[config.mk]
export PLATFORM = sky130hd
export DESIGN_NAME = unidad_control
export DESIGN_NICKNAME = d
export VERILOG_FILES = /design/src/rtl/unidad_control_pkg.sv /design/src/rtl/unidad_control_decodificador_instr.sv /design/src/rtl/unidad_control.sv
export SDC_FILE = /design/constraint.sdc
export NUM_CORES = 1
export LEC_CHECK = 0
export ABC_AREA = 1
export ABC_CLOCK_PERIOD_IN_PS = 1580
export BUFFER_PORTS_ARGS = -buffer_cell sky130_fd_sc_hd__buf_4
export CAP_MARGIN = 20
export CORE_ASPECT_RATIO = 1.75
export CORE_MARGIN = 1
export CORE_UTILIZATION = 46
export DETAILED_ROUTE_END_ITERATION = 7
export PLACE_DENSITY = 0.73
export SKIP_LAST_GASP = 1
export SYNTH_ARGS = -nofsm -noshare
export SYNTH_HDL_FRONTEND = slang
export SYNTH_SLANG_ARGS = --single-unit
[constraint.sdc]
create_clock -name clk -period 1.58 [get_ports clk]
set_input_delay 0.316 -clock clk [delete_from_list [all_inputs] [get_ports clk]]
set_output_delay 0.316 -clock clk [all_outputs]
set_load 0.02 [all_outputs]
[src/rtl/unidad_control_pkg.sv]
// unidad_control shared definitions: opcodes, instruction layout,
// FSM states and decoded instruction classes.
package unidad_control_pkg;

  // ALU opcodes (shared with the ALU)
  localparam logic [4:0] OP_NOP = 5'h00;
  localparam logic [4:0] OP_NOT = 5'h01;
  localparam logic [4:0] OP_AND = 5'h02;
  localparam logic [4:0] OP_OR  = 5'h03;
  localparam logic [4:0] OP_XOR = 5'h04;
  localparam logic [4:0] OP_NEG = 5'h05;
  localparam logic [4:0] OP_ADD = 5'h06;
  localparam logic [4:0] OP_SUB = 5'h07;
  localparam logic [4:0] OP_MUL = 5'h08;
  localparam logic [4:0] OP_DIV = 5'h09;
  localparam logic [4:0] OP_MOD = 5'h0A;

  // Control-flow and memory opcodes
  localparam logic [4:0] OP_JMP = 5'h10;
  localparam logic [4:0] OP_JC  = 5'h11;
  localparam logic [4:0] OP_JS  = 5'h12;
  localparam logic [4:0] OP_JO  = 5'h13;
  localparam logic [4:0] OP_JZ  = 5'h14;
  localparam logic [4:0] OP_LD  = 5'h18;
  localparam logic [4:0] OP_STR = 5'h19;
  localparam logic [4:0] OP_HLT = 5'h1F;

  // Instruction layout, MSB first:
  // op[31:27] rd[26:23] ra[22:19] rb[18:15] imm[14:0]
  typedef struct packed {
    logic [4:0]  op;
    logic [3:0]  rd;
    logic [3:0]  ra;
    logic [3:0]  rb;
    logic [14:0] imm;
  } instr_t;

  typedef enum logic [2:0] {
    EST_FETCH,
    EST_DECODE,
    EST_EXECUTE,
    EST_MEM,
    EST_HALT
  } estado_e;

  typedef enum logic [2:0] {
    CL_ALU,
    CL_SALTO,
    CL_MEM_LD,
    CL_MEM_ST,
    CL_NOP,
    CL_HLT,
    CL_ILEGAL
  } clase_e;

  // Bit index of each flag inside banderas = {C,S,O,Z}
  localparam logic [1:0] SEL_Z = 2'd0;
  localparam logic [1:0] SEL_O = 2'd1;
  localparam logic [1:0] SEL_S = 2'd2;
  localparam logic [1:0] SEL_C = 2'd3;

  // ALU operations this unit actually issues
  function automatic logic es_op_alu(
    input logic [4:0] op
  );
    return op inside {OP_NOT, OP_AND, OP_OR,
                      OP_NEG, OP_ADD, OP_SUB};
  endfunction

endpackage

[src/rtl/unidad_control_decodificador_instr.sv]
// decodificador_instr: combinational opcode classifier
// plus flag select for conditional jumps.
module decodificador_instr
  import unidad_control_pkg::*;
(
  input  logic [4:0] i_opcode,
  output clase_e     o_clase,
  output logic [1:0] o_sel_bandera,
  output logic       o_incond
);

  // One-hot style classification; anything unmatched is illegal
  always_comb begin
    o_clase       = CL_ILEGAL;
    o_sel_bandera = SEL_Z;
    o_incond      = 1'b0;
    unique case (1'b1)
      es_op_alu(i_opcode): o_clase = CL_ALU;
      (i_opcode inside {OP_XOR, OP_MUL,
                        OP_DIV, OP_MOD}):
        o_clase = CL_ILEGAL;
      (i_opcode == OP_JMP): begin
        o_clase  = CL_SALTO;
        o_incond = 1'b1;
      end
      (i_opcode == OP_JC): begin
        o_clase       = CL_SALTO;
        o_sel_bandera = SEL_C;
      end
      (i_opcode == OP_JS): begin
        o_clase       = CL_SALTO;
        o_sel_bandera = SEL_S;
      end
      (i_opcode == OP_JO): begin
        o_clase       = CL_SALTO;
        o_sel_bandera = SEL_O;
      end
      (i_opcode == OP_JZ): begin
        o_clase       = CL_SALTO;
        o_sel_bandera = SEL_Z;
      end
      (i_opcode == OP_LD):  o_clase = CL_MEM_LD;
      (i_opcode == OP_STR): o_clase = CL_MEM_ST;
      (i_opcode == OP_NOP): o_clase = CL_NOP;
      (i_opcode == OP_HLT): o_clase = CL_HLT;
      default:              o_clase = CL_ILEGAL;
    endcase
  end

endmodule

[src/rtl/unidad_control.sv]
// unidad_control: multi-cycle FETCH/DECODE/EXECUTE/MEM/HALT
// sequencer issuing ALU opcodes and handling memory + jumps.
module unidad_control
  import unidad_control_pkg::*;
#(
  parameter int                   BITS_DATA = 32,
  parameter int                   ANCHO_DIR = 16,
  parameter logic [ANCHO_DIR-1:0] PC_INICIO = '0
) (
  input  logic                 clk,
  input  logic                 reset_n,
  output logic                 mem_req,
  output logic                 mem_we,
  output logic [ANCHO_DIR-1:0] mem_addr,
  output logic [BITS_DATA-1:0] mem_wdata,
  input  logic [BITS_DATA-1:0] mem_rdata,
  input  logic                 mem_ack,
  output logic [3:0]           rf_dir_a,
  output logic [3:0]           rf_dir_b,
  input  logic [BITS_DATA-1:0] rf_dato_a,
  output logic                 rf_we,
  output logic [3:0]           rf_dir_w,
  output logic [BITS_DATA-1:0] rf_dato_w,
  output logic [4:0]           alu_opcode,
  input  logic [BITS_DATA-1:0] alu_resultado,
  input  logic                 alu_C,
  input  logic                 alu_S,
  input  logic                 alu_O,
  input  logic                 alu_Z,
  output logic [3:0]           banderas,
  output logic [ANCHO_DIR-1:0] pc,
  output logic                 detenido,
  output logic                 ilegal
);

  estado_e              r_estado;
  estado_e              w_estado_sig;
  instr_t               r_ir;
  instr_t               w_ir_sig;
  logic [ANCHO_DIR-1:0] r_pc;
  logic [ANCHO_DIR-1:0] w_pc_sig;
  logic [3:0]           r_banderas;
  logic [3:0]           w_banderas_sig;
  logic                 r_mem_req;
  logic                 w_mem_req_sig;
  logic                 r_mem_we;
  logic                 w_mem_we_sig;
  logic [ANCHO_DIR-1:0] r_mem_addr;
  logic [ANCHO_DIR-1:0] w_mem_addr_sig;
  logic [BITS_DATA-1:0] r_mem_wdata;
  logic [BITS_DATA-1:0] w_mem_wdata_sig;
  logic [3:0]           r_rf_dir_a;
  logic [3:0]           w_rf_dir_a_sig;
  logic [3:0]           r_rf_dir_b;
  logic [3:0]           w_rf_dir_b_sig;
  logic                 r_rf_we;
  logic                 w_rf_we_sig;
  logic [3:0]           r_rf_dir_w;
  logic [3:0]           w_rf_dir_w_sig;
  logic [BITS_DATA-1:0] r_rf_dato_w;
  logic [BITS_DATA-1:0] w_rf_dato_w_sig;
  logic [4:0]           r_alu_opcode;
  logic [4:0]           w_alu_opcode_sig;
  logic                 r_detenido;
  logic                 w_detenido_sig;
  logic                 r_ilegal;
  logic                 w_ilegal_sig;

  clase_e               w_clase;
  logic [1:0]           w_sel;
  logic                 w_incond;
  logic [ANCHO_DIR-1:0] w_imm_ext;
  logic [ANCHO_DIR-1:0] w_pc_mas1;

  decodificador_instr u_dec (
    .i_opcode      (r_ir.op),
    .o_clase       (w_clase),
    .o_sel_bandera (w_sel),
    .o_incond      (w_incond)
  );

  assign w_imm_ext = ANCHO_DIR'(r_ir.imm);
  assign w_pc_mas1 = r_pc + ANCHO_DIR'(1);

  // Next state and next registered outputs; all outputs are
  // registered so reset and request timing stay glitch-free
  always_comb begin
    w_estado_sig     = r_estado;
    w_ir_sig         = r_ir;
    w_pc_sig         = r_pc;
    w_banderas_sig   = r_banderas;
    w_mem_req_sig    = r_mem_req;
    w_mem_we_sig     = r_mem_we;
    w_mem_addr_sig   = r_mem_addr;
    w_mem_wdata_sig  = r_mem_wdata;
    w_rf_dir_a_sig   = r_rf_dir_a;
    w_rf_dir_b_sig   = r_rf_dir_b;
    w_rf_we_sig      = 1'b0;
    w_rf_dir_w_sig   = r_rf_dir_w;
    w_rf_dato_w_sig  = r_rf_dato_w;
    w_alu_opcode_sig = OP_NOP;
    w_detenido_sig   = r_detenido;
    w_ilegal_sig     = 1'b0;

    unique case (r_estado)
      EST_FETCH: begin
        if (!r_mem_req) begin
          // first fetch after reset: raise the request
          w_mem_req_sig   = 1'b1;
          w_mem_we_sig    = 1'b0;
          w_mem_addr_sig  = r_pc;
          w_mem_wdata_sig = '0;
        end else if (mem_ack) begin
          w_ir_sig      = instr_t'(mem_rdata[31:0]);
          w_pc_sig      = w_pc_mas1;
          w_mem_req_sig = 1'b0;
          w_estado_sig  = EST_DECODE;
        end
      end

      EST_DECODE: begin
        w_rf_dir_a_sig = r_ir.ra;
        w_rf_dir_b_sig = r_ir.rb;
        if (w_clase == CL_ALU) begin
          w_alu_opcode_sig = r_ir.op;
        end
        w_estado_sig = EST_EXECUTE;
      end

      EST_EXECUTE: begin
        w_estado_sig = EST_FETCH;
        unique case (w_clase)
          CL_ALU: begin
            w_rf_we_sig     = 1'b1;
            w_rf_dir_w_sig  = r_ir.rd;
            w_rf_dato_w_sig = alu_resultado;
            w_banderas_sig  = {alu_C, alu_S,
                               alu_O, alu_Z};
          end
          CL_SALTO: begin
            if (w_incond || r_banderas[w_sel]) begin
              w_pc_sig = w_imm_ext;
            end
          end
          CL_MEM_LD, CL_MEM_ST: begin
            w_estado_sig    = EST_MEM;
            w_mem_req_sig   = 1'b1;
            w_mem_we_sig    = (w_clase == CL_MEM_ST);
            w_mem_addr_sig  = w_imm_ext;
            w_mem_wdata_sig = (w_clase == CL_MEM_ST) ?
                              rf_dato_a : '0;
          end
          CL_HLT: begin
            w_estado_sig   = EST_HALT;
            w_detenido_sig = 1'b1;
          end
          CL_ILEGAL: w_ilegal_sig = 1'b1;
          CL_NOP:    ;
          default:   ;
        endcase
        if (w_estado_sig == EST_FETCH) begin
          w_mem_req_sig   = 1'b1;
          w_mem_we_sig    = 1'b0;
          w_mem_addr_sig  = w_pc_sig;
          w_mem_wdata_sig = '0;
        end
      end

      EST_MEM: begin
        if (mem_ack) begin
          if (!r_mem_we) begin
            w_rf_we_sig     = 1'b1;
            w_rf_dir_w_sig  = r_ir.rd;
            w_rf_dato_w_sig = mem_rdata;
          end
          w_estado_sig    = EST_FETCH;
          w_mem_req_sig   = 1'b1;
          w_mem_we_sig    = 1'b0;
          w_mem_addr_sig  = r_pc;
          w_mem_wdata_sig = '0;
        end
      end

      EST_HALT: ;

      default: begin
        w_estado_sig  = EST_FETCH;
        w_mem_req_sig = 1'b0;
      end
    endcase
  end

  // State and output registers with synchronous reset
  always_ff @(posedge clk) begin
    if (!reset_n) begin
      r_estado     <= EST_FETCH;
      r_ir         <= '0;
      r_pc         <= PC_INICIO;
      r_banderas   <= '0;
      r_mem_req    <= 1'b0;
      r_mem_we     <= 1'b0;
      r_mem_addr   <= '0;
      r_mem_wdata  <= '0;
      r_rf_dir_a   <= '0;
      r_rf_dir_b   <= '0;
      r_rf_we      <= 1'b0;
      r_rf_dir_w   <= '0;
      r_rf_dato_w  <= '0;
      r_alu_opcode <= OP_NOP;
      r_detenido   <= 1'b0;
      r_ilegal     <= 1'b0;
    end else begin
      r_estado     <= w_estado_sig;
      r_ir         <= w_ir_sig;
      r_pc         <= w_pc_sig;
      r_banderas   <= w_banderas_sig;
      r_mem_req    <= w_mem_req_sig;
      r_mem_we     <= w_mem_we_sig;
      r_mem_addr   <= w_mem_addr_sig;
      r_mem_wdata  <= w_mem_wdata_sig;
      r_rf_dir_a   <= w_rf_dir_a_sig;
      r_rf_dir_b   <= w_rf_dir_b_sig;
      r_rf_we      <= w_rf_we_sig;
      r_rf_dir_w   <= w_rf_dir_w_sig;
      r_rf_dato_w  <= w_rf_dato_w_sig;
      r_alu_opcode <= w_alu_opcode_sig;
      r_detenido   <= w_detenido_sig;
      r_ilegal     <= w_ilegal_sig;
    end
  end

  assign mem_req    = r_mem_req;
  assign mem_we     = r_mem_we;
  assign mem_addr   = r_mem_addr;
  assign mem_wdata  = r_mem_wdata;
  assign rf_dir_a   = r_rf_dir_a;
  assign rf_dir_b   = r_rf_dir_b;
  assign rf_we      = r_rf_we;
  assign rf_dir_w   = r_rf_dir_w;
  assign rf_dato_w  = r_rf_dato_w;
  assign alu_opcode = r_alu_opcode;
  assign banderas   = r_banderas;
  assign pc         = r_pc;
  assign detenido   = r_detenido;
  assign ilegal     = r_ilegal;

endmodule

**Word-level counts from Yosys, hierarchy flattened**

Index checks and enable logic that the tools add are counted.

- Bits in registers: 157
- Word-level logic and storage cells: 127

- Bitwise logic cells: 2
- Muxes and demuxes: 51
- Reduce and logical (&&, ||, !) cells: 22
- Add/subtract/negate cells: 1
- Eq/ne operators: 30
- Magnitude comparators: 1

Operators with widths:

| operator | count |
|---|---|
| $mux 32 | 8 |
| $mux 16 | 8 |
| $pmux 32 s3 | 1 |
| $pmux 32 s2 | 1 |
| $pmux 16 s3 | 1 |
| $eq 5x5->1 const B | 8 |
| $pmux 16 s2 | 1 |
| $pmux 3 s6 | 1 |
| $add 16x1->16 const B | 1 |
| $eq 5x3->1 const B | 3 |
| $mux 1 | 15 |
| $pmux 3 s5 | 1 |
| $eq 3x2->1 const B | 4 |
| $mux 3 | 4 |
| $mux 4 | 3 |
| $ne 2x2->1 const B | 6 |
| $reduce_and 3->1 | 4 |
| $reduce_and 4->1 | 3 |
| $eq 5x2->1 const B | 2 |
| $eq 3x3->1 const B | 3 |
| $logic_not 3->1 | 3 |
| $pmux 4 s2 | 1 |
| $eq 3x1->1 const B | 2 |
| $pmux 2 s3 | 1 |
| 17 further kinds | 22 |

**Logic depth before layout (Yosys ltp)**

- Depth after elaboration: 10
- Mapped depth: 12

**Modules after synthesis**

A second synthesis with hierarchy kept.

- Cell total of the unflattened synthesis: 1,040
- Area total of the unflattened synthesis: 7,013.0 um^2

By module, submodules not included:

| module | times used | cells an instance | sequential area each (um^2) | area an instance (um^2) |
|---|---|---|---|---|
| unidad_control | 1 | 1,011 | 3,143.0 | 6,869.1 |
| decodificador_instr | 1 | 29 | 0.0 | 143.9 |

**Worst setup path after synthesis**

No wires, ideal clock.

- Path kind: register to register
- Start point: register r_pc[1], in the netlist pc[1]
- End point: register r_pc[12], in the netlist pc[12]
- Cell stages (with the launch flop): 9
- Setup time: 117 ps
- Buffers on the path: 0
- Required time: 1,463 ps
- Setup slack: -76 ps
- Arrival: 1,539 ps
- Clock period less this slack: 1,656 ps
- Cells stage by stage: dfxtp_1 > ha_1 > nand2_1 > nor3_2 > nand4_1 > nor2_1 > nand2_1 > nand2_1 > o21ai_1

- Cells in the longest elaborated chain, start to end: 4

RTL lines:

| what | line | source |
|---|---|---|
| start, declared | unidad_control.sv:40 | `logic [ANCHO_DIR-1:0] r_pc;` |
| start signal, assigned | unidad_control.sv:215 | `r_pc <= w_pc_sig;` |
| $add 16x1->16 | unidad_control.sv:83 | `assign w_pc_mas1 = r_pc + ANCHO_DIR'(1);` |
| $mux 16 | unidad_control.sv:113 | `end else if (mem_ack) begin` |
| $mux 16 | unidad_control.sv:107 | `if (!r_mem_req) begin` |
| $pmux 16 s2 | unidad_control.sv:105 | `unique case (r_estado)` |

Every way passes these cells. The select of a mux whose other input is x is not followed.
A chain may end at the register's enable or synchronous reset.

**Worst setup path after layout**

- Start point: register r_estado[0]
- End point: register r_pc[13], in the netlist pc[13]

- Cells in the longest elaborated chain, start to end: 3

RTL lines:

| what | line | source |
|---|---|---|
| start, declared | unidad_control.sv:36 | `estado_e r_estado;` |
| start signal, assigned | unidad_control.sv:213 | `r_estado <= w_estado_sig;` |
| $eq 3x2->1 or $logic_not 3->1 (tied branches) | unidad_control.sv:105 |  |
| $reduce_bool 2->1 (no line) or $ne 2x2->1 (tied branches) | n/a |  |
| $reduce_and 3->1 (no line) | n/a |  |

Parallel ways exist; a longest one is shown, timed or not.

==> impl_metrics.yaml <==
floorplan:
  die_h_um: 162
  initial_core_util: 0.469
  num_rows: 58
  die_w_um: 93.3
  io_pins: 225
  dieArea_um2: 15100
  floorplan.core_area_um2: 14300
global_route:
  grt_pass1_wl_um: 32700
  grt_max_degree: 56
  grt_pass1_vias: 6849
  grt_usage: 0.275
  antenna_found_initial: 0
  grt_overflow: 0
setup_path:
  cp_slowest_stage_delay_ps: 330
  crit_chain: "nor2_2 -> nand2_1 -> nor2_2 -> buf_4 -> nand4_1 -> nor2_1 -> nand2_1 -> nand3_1 -> nand2_1"
  cp_common_cell: "nand2_1"
  endpoint_kind: "register"
  slowest_stage: "dfxtp_2"
  path_max_fanout: 7
  cp-start-kind: "register"
  required_ps: 1900
  path_class: "register to register"
  worst_ep_arrival_time_ps: 1920
  path_delay_family: "simple AND/OR/NAND/NOR gates"
  path_buf_inv: 1
hold_path:
  hp-class: "input pin to register"
routing:
  via_per_inst: 5.39
  ant_nets: 0
  wire_per_inst_um: 16.3
  drcViolationCount: 0
  num_vias: 7459
  drtIter0Drc: 409
  drt_first_pass_iters: 5
  wirelength_um: 22500
timing:
  grt_setup_unrepaired: "true"
  worst_clock_skew_ps: 9.85
  clock.fmax_mhz: 627
  period_minus_slack_ps: 1590
  hold_slack_ps: 113
  hold_violations: 0
  setup_viol: 1
  finalMaxSlewViolations: 0
  fin_crit_sh: 1.01
  setup_slack_ps: -14.3
layout:
  syn2layout_area_growth_pct: 48.8
  final_common_cell: "buf_4"
  nets: 1295
  num_antenna_cells: 0
  drive_gt1_frac: 0.327
  layout_common_cells: "buf_4, nand2_1, dfxtp_1"
  final_cells: 1384
placed_design:
  io_buffers: 224
  placedCellCount: 1340
  hpwl_um: 14700
  routabilityCongestion: 0.899
  place_ws_ps: -16.6
clock_network:
  clock_sinks: 157
  cts.clk_slew.worst_paths_ps: 70
  cts.path.max_buffers: 2
  clockRootBuffer: "clkbuf_16"
  cts_max_level: 4
  numCtsBuffers: 17
  cts_tree: "done"
  clock_latency_ps: 430
  cts_hold_buf: 0
power:
  power_leakage_uw: 0.00442
  ir_drop_mv: 0.862
  power_density_nw_per_um2: 1480
logic_synthesis:
  avgSynthCellArea_um2: 7.15
  yosysSeqAreaShare: 0.468
  synth_seq_cells: 157
  yosys_warnings: 0
  synth_cells: 939
  syn_area_um2: 6710
  ys_types: 33
status:
  status: "complete, but fails checks"
  violations: "negative setup slack"
job:
  maxCapViolations: 0
==> worst paths after layout <==
check	start	to	slack, ps	cells past startpoint
setup / recovery	r_estado[0]	pc[13]	-10	9
hold / removal	alu_O	banderas[1]	110	3
setup reg to reg	r_estado[0]	pc[13]	-10	9
hold reg to reg	mem_wdata[0]	mem_wdata[0]	460	2
==> Yosys cell counts (all sizes together) <==
cell | count | area (um^2)
a211oi | 1 | 7.51
a21oi | 79 | 399
a22oi | 2 | 15.0
a31oi | 38 | 238
buf | 23 | 125
clkbuf | 34 | 128
clkinv | 4 | 16.3
conb | 1 | 3.75
dfxtp | 157 | 3140
ha | 1 | 12.5
inv | 63 | 236
nand2 | 190 | 726
nand3 | 96 | 480
nand3b | 2 | 15.0
nand4 | 3 | 18.8
nor2 | 112 | 448
nor3 | 10 | 66.3
nor4 | 1 | 6.26
o211ai | 1 | 7.51
o21ai | 117 | 586
o31ai | 2 | 15.0
o41ai | 1 | 8.76
xor2 | 1 | 8.76
==> cells by family after synthesis <==
| logic type | share of synthesized area |
|---|---|
| other cells | 0.000559 |
| simple gates | 0.262 |
| flops | 0.468 |
| fa+ha+maj | 0.00186 |
| xor+xnor | 0.00131 |
| compound gates | 0.190 |
| buf+inv | 0.0753 |
==> sequential cells by signal (all words and copies together) (netlist names) <==
| signal | count |
|---|---|
| r_ir | 32 |
| rf_dir_b | 4 |
| rf_we | 1 |
| rf_dir_w | 4 |
| banderas | 4 |
| r_estado | 3 |
| detenido | 1 |
| rf_dir_a | 4 |
| ilegal | 1 |
| mem_req | 1 |
| alu_opcode | 5 |
| mem_addr | 16 |
| mem_wdata | 32 |
| mem_we | 1 |
| pc | 16 |
| rf_dato_w | 32 |
==> routing by layer <==
layer | up-vias | track usage | part of all wire
met3 | 57 | 0.0510 | 0.061
li1 | 3640 | - | -
met5 | - | 0 | 0
met1 | 3427 | 0.301 | 0.37
met4 | 0 | 0.116 | 0.034
met2 | 335 | 0.507 | 0.54
==> tightest hold or removal path: cells and delay by family <==
kind	cells	cell delay, ps
and+or+nand+nor	2	110
buffers and inverters	1	80
==> timing repair <==
item,CTS,global route
resized for setup,4,81
endpoints found under the hold margin,0,0
cloned,1,7
setup buffers,0,4
setup endpoints to repair,28,107
pin swaps,0,15
==> report_power, final <==
part | switching [uW] | internal, uW
registers | 389 | 4590
logic | 3410 | 2280
clock network | 1810 | 2280
total | 5610 | 9150
==> per-stage QoR <==
stage,cell area [um^2],total power [uW],util,setup TNS (ps)
detailed placement,8900,9960,0.623,-56.7
floorplan,6720,7880,-,0
global placement,8900,9900,0.623,-30.5
CTS,9530,14100,0.666,-533
finish,9980,14800,0.698,-14.3
global route,9980,15400,0.698,-1960
==> cell type report <==
cell class                      count  area (um^2)
Inverter                           67          263
Clock buffer                       18          439
Sequential cell                   157         3160
Tap cell                          180          225
Timing Repair Buffer              287         2430
Fill cell                        1201         4310
Clock inverter                     14          149
Timing Repair inverter              1         5.00
Multi-Input combinational cell    660         3310
(Power assumes the default switching activity.)
